File: src/rtl/miner_pkg.sv
// rtl/miner_pkg.sv - shared types, constants and helpers for the miner header loader
package miner_pkg;

    localparam int WORD_W               = 32;
    localparam int DEFAULT_HEADER_WORDS = 20;

    typedef enum logic [1:0] {
        FILL  = 2'd0,
        DRAIN = 2'd1,
        HOLD  = 2'd2
    } loader_state_t;

    // The stream arrives little-endian; the hashing core expects big-endian words.
    function automatic logic [WORD_W-1:0] byte_swap32(input logic [WORD_W-1:0] d);
        return {d[7:0], d[15:8], d[23:16], d[31:24]};
    endfunction

    function automatic logic [15:0] sat_inc16(input logic [15:0] v);
        return (v == 16'hFFFF) ? v : v + 16'd1;
    endfunction

endpackage

File: src/rtl/miner_header_loader.sv
// rtl/miner_header_loader.sv - assembles MM2S stream frames into block headers, dropping malformed frames
module miner_header_loader
    import miner_pkg::*;
#(
    parameter int HEADER_WORDS = DEFAULT_HEADER_WORDS,
    parameter bit BYTE_SWAP    = 1'b1
) (
    input  logic                           clk,
    input  logic                           rst,
    input  logic [WORD_W-1:0]              s_tdata,
    input  logic [3:0]                     s_tkeep,
    input  logic                           s_tlast,
    input  logic                           s_tvalid,
    output logic                           s_tready,
    output logic [WORD_W*HEADER_WORDS-1:0] hdr_data,
    output logic                           hdr_valid,
    input  logic                           hdr_ready,
    output logic [15:0]                    frame_count,
    output logic [15:0]                    err_count
);

    localparam int IDX_W = (HEADER_WORDS > 1) ? $clog2(HEADER_WORDS) : 1;
    localparam logic [IDX_W-1:0] LAST_IDX = IDX_W'(HEADER_WORDS - 1);

    loader_state_t                              state_q, state_d;
    logic [IDX_W-1:0]                           idx_q, idx_d;
    logic [HEADER_WORDS-1:0][WORD_W-1:0]        hdr_q, hdr_d;
    logic [15:0]                                frame_q, frame_d;
    logic [15:0]                                err_q, err_d;
    // Holds s_tready low for the whole time reset is asserted without a path from rst.
    logic                                       active_q, active_d;

    logic              accept;
    logic [WORD_W-1:0] word_in;

    assign s_tready    = active_q && (state_q != HOLD);
    assign hdr_valid   = (state_q == HOLD);
    assign hdr_data    = hdr_q;
    assign frame_count = frame_q;
    assign err_count   = err_q;

    assign accept  = s_tvalid && s_tready;
    assign word_in = BYTE_SWAP ? byte_swap32(s_tdata) : s_tdata;

    always_comb begin
        state_d  = state_q;
        idx_d    = idx_q;
        hdr_d    = hdr_q;
        frame_d  = frame_q;
        err_d    = err_q;
        active_d = 1'b1;

        unique case (state_q)
            FILL: begin
                if (accept) begin
                    if (s_tkeep != 4'hF) begin
                        err_d   = sat_inc16(err_q);
                        idx_d   = '0;
                        state_d = s_tlast ? FILL : DRAIN;
                    end else if (idx_q == LAST_IDX) begin
                        if (s_tlast) begin
                            hdr_d[idx_q] = word_in;
                            state_d      = HOLD;
                        end else begin
                            err_d   = sat_inc16(err_q);
                            idx_d   = '0;
                            state_d = DRAIN;
                        end
                    end else if (s_tlast) begin
                        err_d = sat_inc16(err_q);
                        idx_d = '0;
                    end else begin
                        hdr_d[idx_q] = word_in;
                        idx_d        = idx_q + IDX_W'(1);
                    end
                end
            end
            DRAIN: begin
                if (accept && s_tlast) begin
                    idx_d   = '0;
                    state_d = FILL;
                end
            end
            HOLD: begin
                if (hdr_ready) begin
                    frame_d = sat_inc16(frame_q);
                    idx_d   = '0;
                    state_d = FILL;
                end
            end
            default: begin
                idx_d   = '0;
                state_d = FILL;
            end
        endcase
    end

    always_ff @(posedge clk) begin
        if (rst) begin
            state_q  <= FILL;
            idx_q    <= '0;
            hdr_q    <= '0;
            frame_q  <= '0;
            err_q    <= '0;
            active_q <= 1'b0;
        end else begin
            state_q  <= state_d;
            idx_q    <= idx_d;
            hdr_q    <= hdr_d;
            frame_q  <= frame_d;
            err_q    <= err_d;
            active_q <= active_d;
        end
    end

endmodule

File: config.mk
export PLATFORM = sky130hd
export DESIGN_NAME = miner_header_loader
export DESIGN_NICKNAME = d
export VERILOG_FILES = /design/src/rtl/miner_pkg.sv /design/src/rtl/miner_header_loader.sv
export SDC_FILE = /design/constraint.sdc
export NUM_CORES = 1
export LEC_CHECK = 0
export ABC_CLOCK_PERIOD_IN_PS = 6600
export CORE_MARGIN = 2
export CORE_UTILIZATION = 28
export CTS_CLUSTER_DIAMETER = 60
export DETAILED_ROUTE_END_ITERATION = 8
export PLACE_DENSITY = 0.49
export SLEW_MARGIN = 20
export SYNTH_ARGS = -nofsm -noshare
export SYNTH_HDL_FRONTEND = slang
export SYNTH_SLANG_ARGS = --single-unit
File: constraint.sdc
create_clock -name clk -period 6.6 [get_ports clk]
set_clock_uncertainty 0.1 [all_clocks]
set_input_delay 1.65 -clock clk [delete_from_list [all_inputs] [get_ports clk]]
set_output_delay 1.65 -clock clk [all_outputs]
set_load 0.03 [all_outputs]
==> Yosys cells after proc, flatten, opt, wreduce, memory -nomap -nowiden <==
Index checks and enable logic that the tools add are counted.
{ "totals": {"elab_cells": 86, "regBits": 680, "inputBits": 41} }
{ "classes": {"n_bitwise": 2, "muxes": 28, "n_lt_le_gt_ge": 2, "reduce_logical": 11, "addsub": 3, "eq_ne": 15} }
{ "ops": {"columns": ["operator", "n"], "rows": [
  ["$mux 640", 3],
  ["$bwmux 640", 1],
  ["$demux 32 s5", 1],
  ["$mux 16", 5],
  ["$mux 5", 7],
  ["$add 16x1->16 const B", 2],
  ["$eq 16x16->1 const B", 2],
  ["$mux 32", 1],
  ["$pmux 5 s3", 1],
  ["$mux 2", 6],
  ["$reduce_and 4->1", 3],
  ["$ne 2x2->1 const B", 4],
  ["$ne 4x4->1 const B", 2],
  ["$lt 5x6->1 const B", 1],
  ["$ne 3x3->1 const B", 2],
  ["$pmux 2 s3", 1],
  ["$add 5x1->5 const B", 1],
  ["$eq 5x5->1 const B", 1],
  ["$ge 5x1->1 const B", 1],
  ["$reduce_and 5->1", 1],
  ["$logic_and 1x1->1", 4],
  ["$ne 2x1->1 const B", 2],
  ["$reduce_and 3->1", 1],
  ["$reduce_bool 3->1", 1],
  ["5 further kinds", 7]
]} }

==> Logic depth before layout (Yosys ltp) <==
{ "logic_depth": {"ltp_word": 7, "depth_mapped": 9} }

==> Least setup slack after synthesis <==
No wires, ideal clock.
{ "synth_path": {"path_type": "input port to flip-flop", "startpoint": "in s_tkeep[2]", "endpoint": "reg hdr_q (netlist bit hdr_data[609])", "path_slack_ns": 3.361, "arrival_ns": 3.007, "n_path_buf": 3, "stages": 8, "cell_sequence": "and4_1 > buf_1 > nand2_1 > or4_1 > clkbuf_1 > buf_2 > nand2_1 > a21oi_1"} }
{ "synth_via": {"elab_chain_cells": 3} }
{ "synth_rtl": {"columns": ["element", "line_no", "rtl"], "rows": [
  ["from (decl)", "miner_header_loader.sv:11", "input logic [3:0] s_tkeep,"],
  ["$ne 4x4->1", "miner_header_loader.sv:56", "if (s_tkeep != 4'hF) begin"],
  ["$not 1->1 (no line)", null, null],
  ["$reduce_and 5->1 (no line)", null, null],
  ["to (signal assigned)", "miner_header_loader.sv:109", "hdr_q <= hdr_d;"],
  ["to (decl)", "miner_header_loader.sv:27", "logic [HEADER_WORDS-1:0][WORD_W-1:0] hdr_q, hdr_d;"]
]} }
Every way passes these cells.
A chain may end at the register's enable or synchronous reset.

==> Worst setup path in the final report <==
{ "layout_path": {"startpoint": "in s_tkeep[2]", "endpoint": "reg hdr_q (netlist bit hdr_data[338])"} }
Same word-level chain as after synthesis.

==> out/results.ini <==
[routing]
wl_mm = 116
drcViolationCount = 0
wire_per_inst_microns = 23.6
dr_total_vias = 23300
vias_per_cell = 4.72
drt_pre_antenna_iters = 5
ant_nets = 0
first_iter_violations = 1855

[global_route]
grt_usage = 0.249
grt_max_degree = 153
grt_pass1_vias = 21400
antenna_found_initial = 8
overflow = 0
grt_pass1_wl_mm = 164

[sta]
min_period_ns = 4.07
slew_violations = 0
maxSlewHeadroom = 0.244
fin_ws_ns = 2.53
worstMarginPinSlew_ns = 1.13
post-route-period-util = 0.616
rsz0062_at_grt = no
fin_tns_setup_ns = 0
hold_viol = 0
max_freq_mhz = 246
final-setup-viol-count = 0

[floorplan]
die_w_microns = 299
start_util = 0.282
ios = 715
std_cell_rows = 108
die_area_sq_mm = 0.0896
coreArea_sq_mm = 0.0866
dieHeight_microns = 299

[setup_path]
r2r-start = state_q[1]
reg2regPathDepth = 6
cp_top_family = simple AND/OR/NAND/NOR gates
critPathLaunchType = input pin
crit_chain = clkdlybuf4s50_1, and4_1, nand4_1, nor2_4, buf_4, nand2_1, a21oi_1
critical_path_arrival_ns = 4.51
cp_data_required_time_ns = 7.04
cpMaxStageDelayCell = nor2_4
endpoint_kind = flip-flop
cp.buffers_inverters = 2
max_stage_delay_ns = 0.90
reg2reg_slack_ns = 3.58
r2r-end = hdr_data[338]
crit_type = in -> reg
critPathLaunch = s_tkeep[2]
crit_fanout = 22

[power_and_ir_drop]
p_leak_nw = 11.2
vdd_ir_drop_max_v = 0.000198
total_power_mw = 9.08
power_density_mw_per_mm2 = 259

[synth]
async_reset_ff_frac = 0
yosys_warnings = 0
syn-cell-area_sq_mm = 0.0244
synth_seq_cells = 680
synth_top_area_cell = dfxtp_1
synth_area_leaders = dfxtp_1, nand2_1, a21oi_1
yosys-top-cells-count = nand2_1, dfxtp_1, a21oi_1, clkbuf_1, nor2_1
ys.flop_type = dfxtp_1
yosysSeqAreaShare = 0.558
yosysUniqueCellTypes = 50
synth_top_area_share = 0.558
avgSynthCellArea_sq_um = 7.74
synth-edff-count = 0
synth.most_common_cell = nand2_1
syn-num-nets = 3199
syn_inst = 3152

[worst_hold_path]
hold_class = reg -> reg
hold_depth = 2
min_to = hdr_data[614]
hp-start = hdr_data[614]

[placement]
gp_routability_congestion = 0.796
dp_slack_ns = 1.92
postPlaceCellArea_sq_mm = 0.0323
post-dp-hpwl_mm = 74.4
io_buffer_count = 714
dp.cells = 4777

[clock_tree]
clk_path_buf_depth = 3
clk_pin_slew_ns = 0.06
cts_root_buf = clkbuf_16
cts_hold_buf = 0
clock-sinks = 680
cts_post_setup_buffers_inserted = 0
cts_buffers = 84
cts_tree = built
htree_levels = 3
ctsResizeCount = 0
clock_latency_ns = 0.62

[finish]
instances_no_fill = 4929
fin_nets = 3756
fill_cells = 8744
area_growth_pct = 43.9
multiInputGateArea_sq_mm = 0.00971
ff_latch_area_sq_mm = 0.0136
final_area_sq_mm = 0.0351
drive_gt1_frac = 0.0604

[job]
cap_violations = 0

[run_status]
status = completed

-- power breakdown --
part / internal (mW) / switching, mW / total (mW) / leakage (nW)
clock network: 2.79 / 1.91 / 4.70 / 1.37
logic: 0.0444 / 0.232 / 0.276 / 4.33
registers: 4.11 / 0.00233 / 4.11 / 5.47
total: 6.94 / 2.15 / 9.08 / 11.2
-- per-stage QoR --
step | hold WS (ns) | util
after floorplan | 0.376 | -
after global placement | 0.340 | 0.373
after detailed placement | 0.344 | 0.373
after CTS | 0.352 | 0.405
after global routing | 0.362 | 0.405
final | 0.351 | 0.405
-- flip-flops by register name, indices dropped and copies added, names as in the netlist --
register / count
frame_count: 16
err_count: 16
state_q: 2
active_q: 1
hdr_data: 640
idx_q: 5
-- cell families (layout without fill, tap and decap cells) --
logic type	Yosys count	after routing	share of synthesized area
other	0	2	0
multiplexers	6	6	0.00256
XOR/XNOR	16	16	0.00605
AO/OA/AOI/OAI	696	696	0.146
flip-flops	680	680	0.558
adder cells (fa/ha/maj)	6	6	0.00308
AND/OR/NAND/NOR	1450	1450	0.235
buffers and inverters	298	918	0.0492
-- routing by layer --
layer  GRT usage  vias up  part of all wire
met5           0        -                 0
met2       0.425      762              0.49
met3      0.0604      133             0.070
met4      0.0806        0             0.029
li1            -    11300                 -
met1       0.306    11100              0.41
-- worst max path at each step --
stage                    endpoint  depth (start not counted)
global placement    hdr_data[351]                          7
CTS                     hdr_valid                          2
global route        hdr_data[351]                          7
floorplan           hdr_data[609]                          8
detailed placement  hdr_data[338]                          7
finish              hdr_data[338]                          7
-- final cells by class --
class                   count  area share
diodes                      2    0.000143
clock buffers             119      0.0682
clock inverters            30      0.0118
inverters                  12     0.00128
multi-input cells        2174       0.277
flip-flops and latches    680       0.388
well taps                1155      0.0412
repair buffers            757       0.213
-- tightest hold or removal path, stage by stage, from the launching register on --
cell     delay, ns
dfxtp_1       0.30
nand2_1       0.05
a21oi_1       0.05
-- cells in the final DEF (no fill, tap or decap), types with 7 or more instances in the layout --
master and n:
nand3_1 15, clkinv_2 9, inv_1 12, xnor2_1 13, clkbuf_1 20, o21ai_0 10, and4_1 7, or4_1 7
nand4_1 11, or2_2 14, nor2_1 32, buf_4 38, dfxtp_1 680, nor2_4 11, a211oi_1 10, clkbuf_16 85
a21oi_1 659, nor2b_1 7, buf_2 12, nand2_1 1303, clkdlybuf4s50_1 701, or3_1 7, clkbuf_8 14
(Power assumes the default switching activity.)
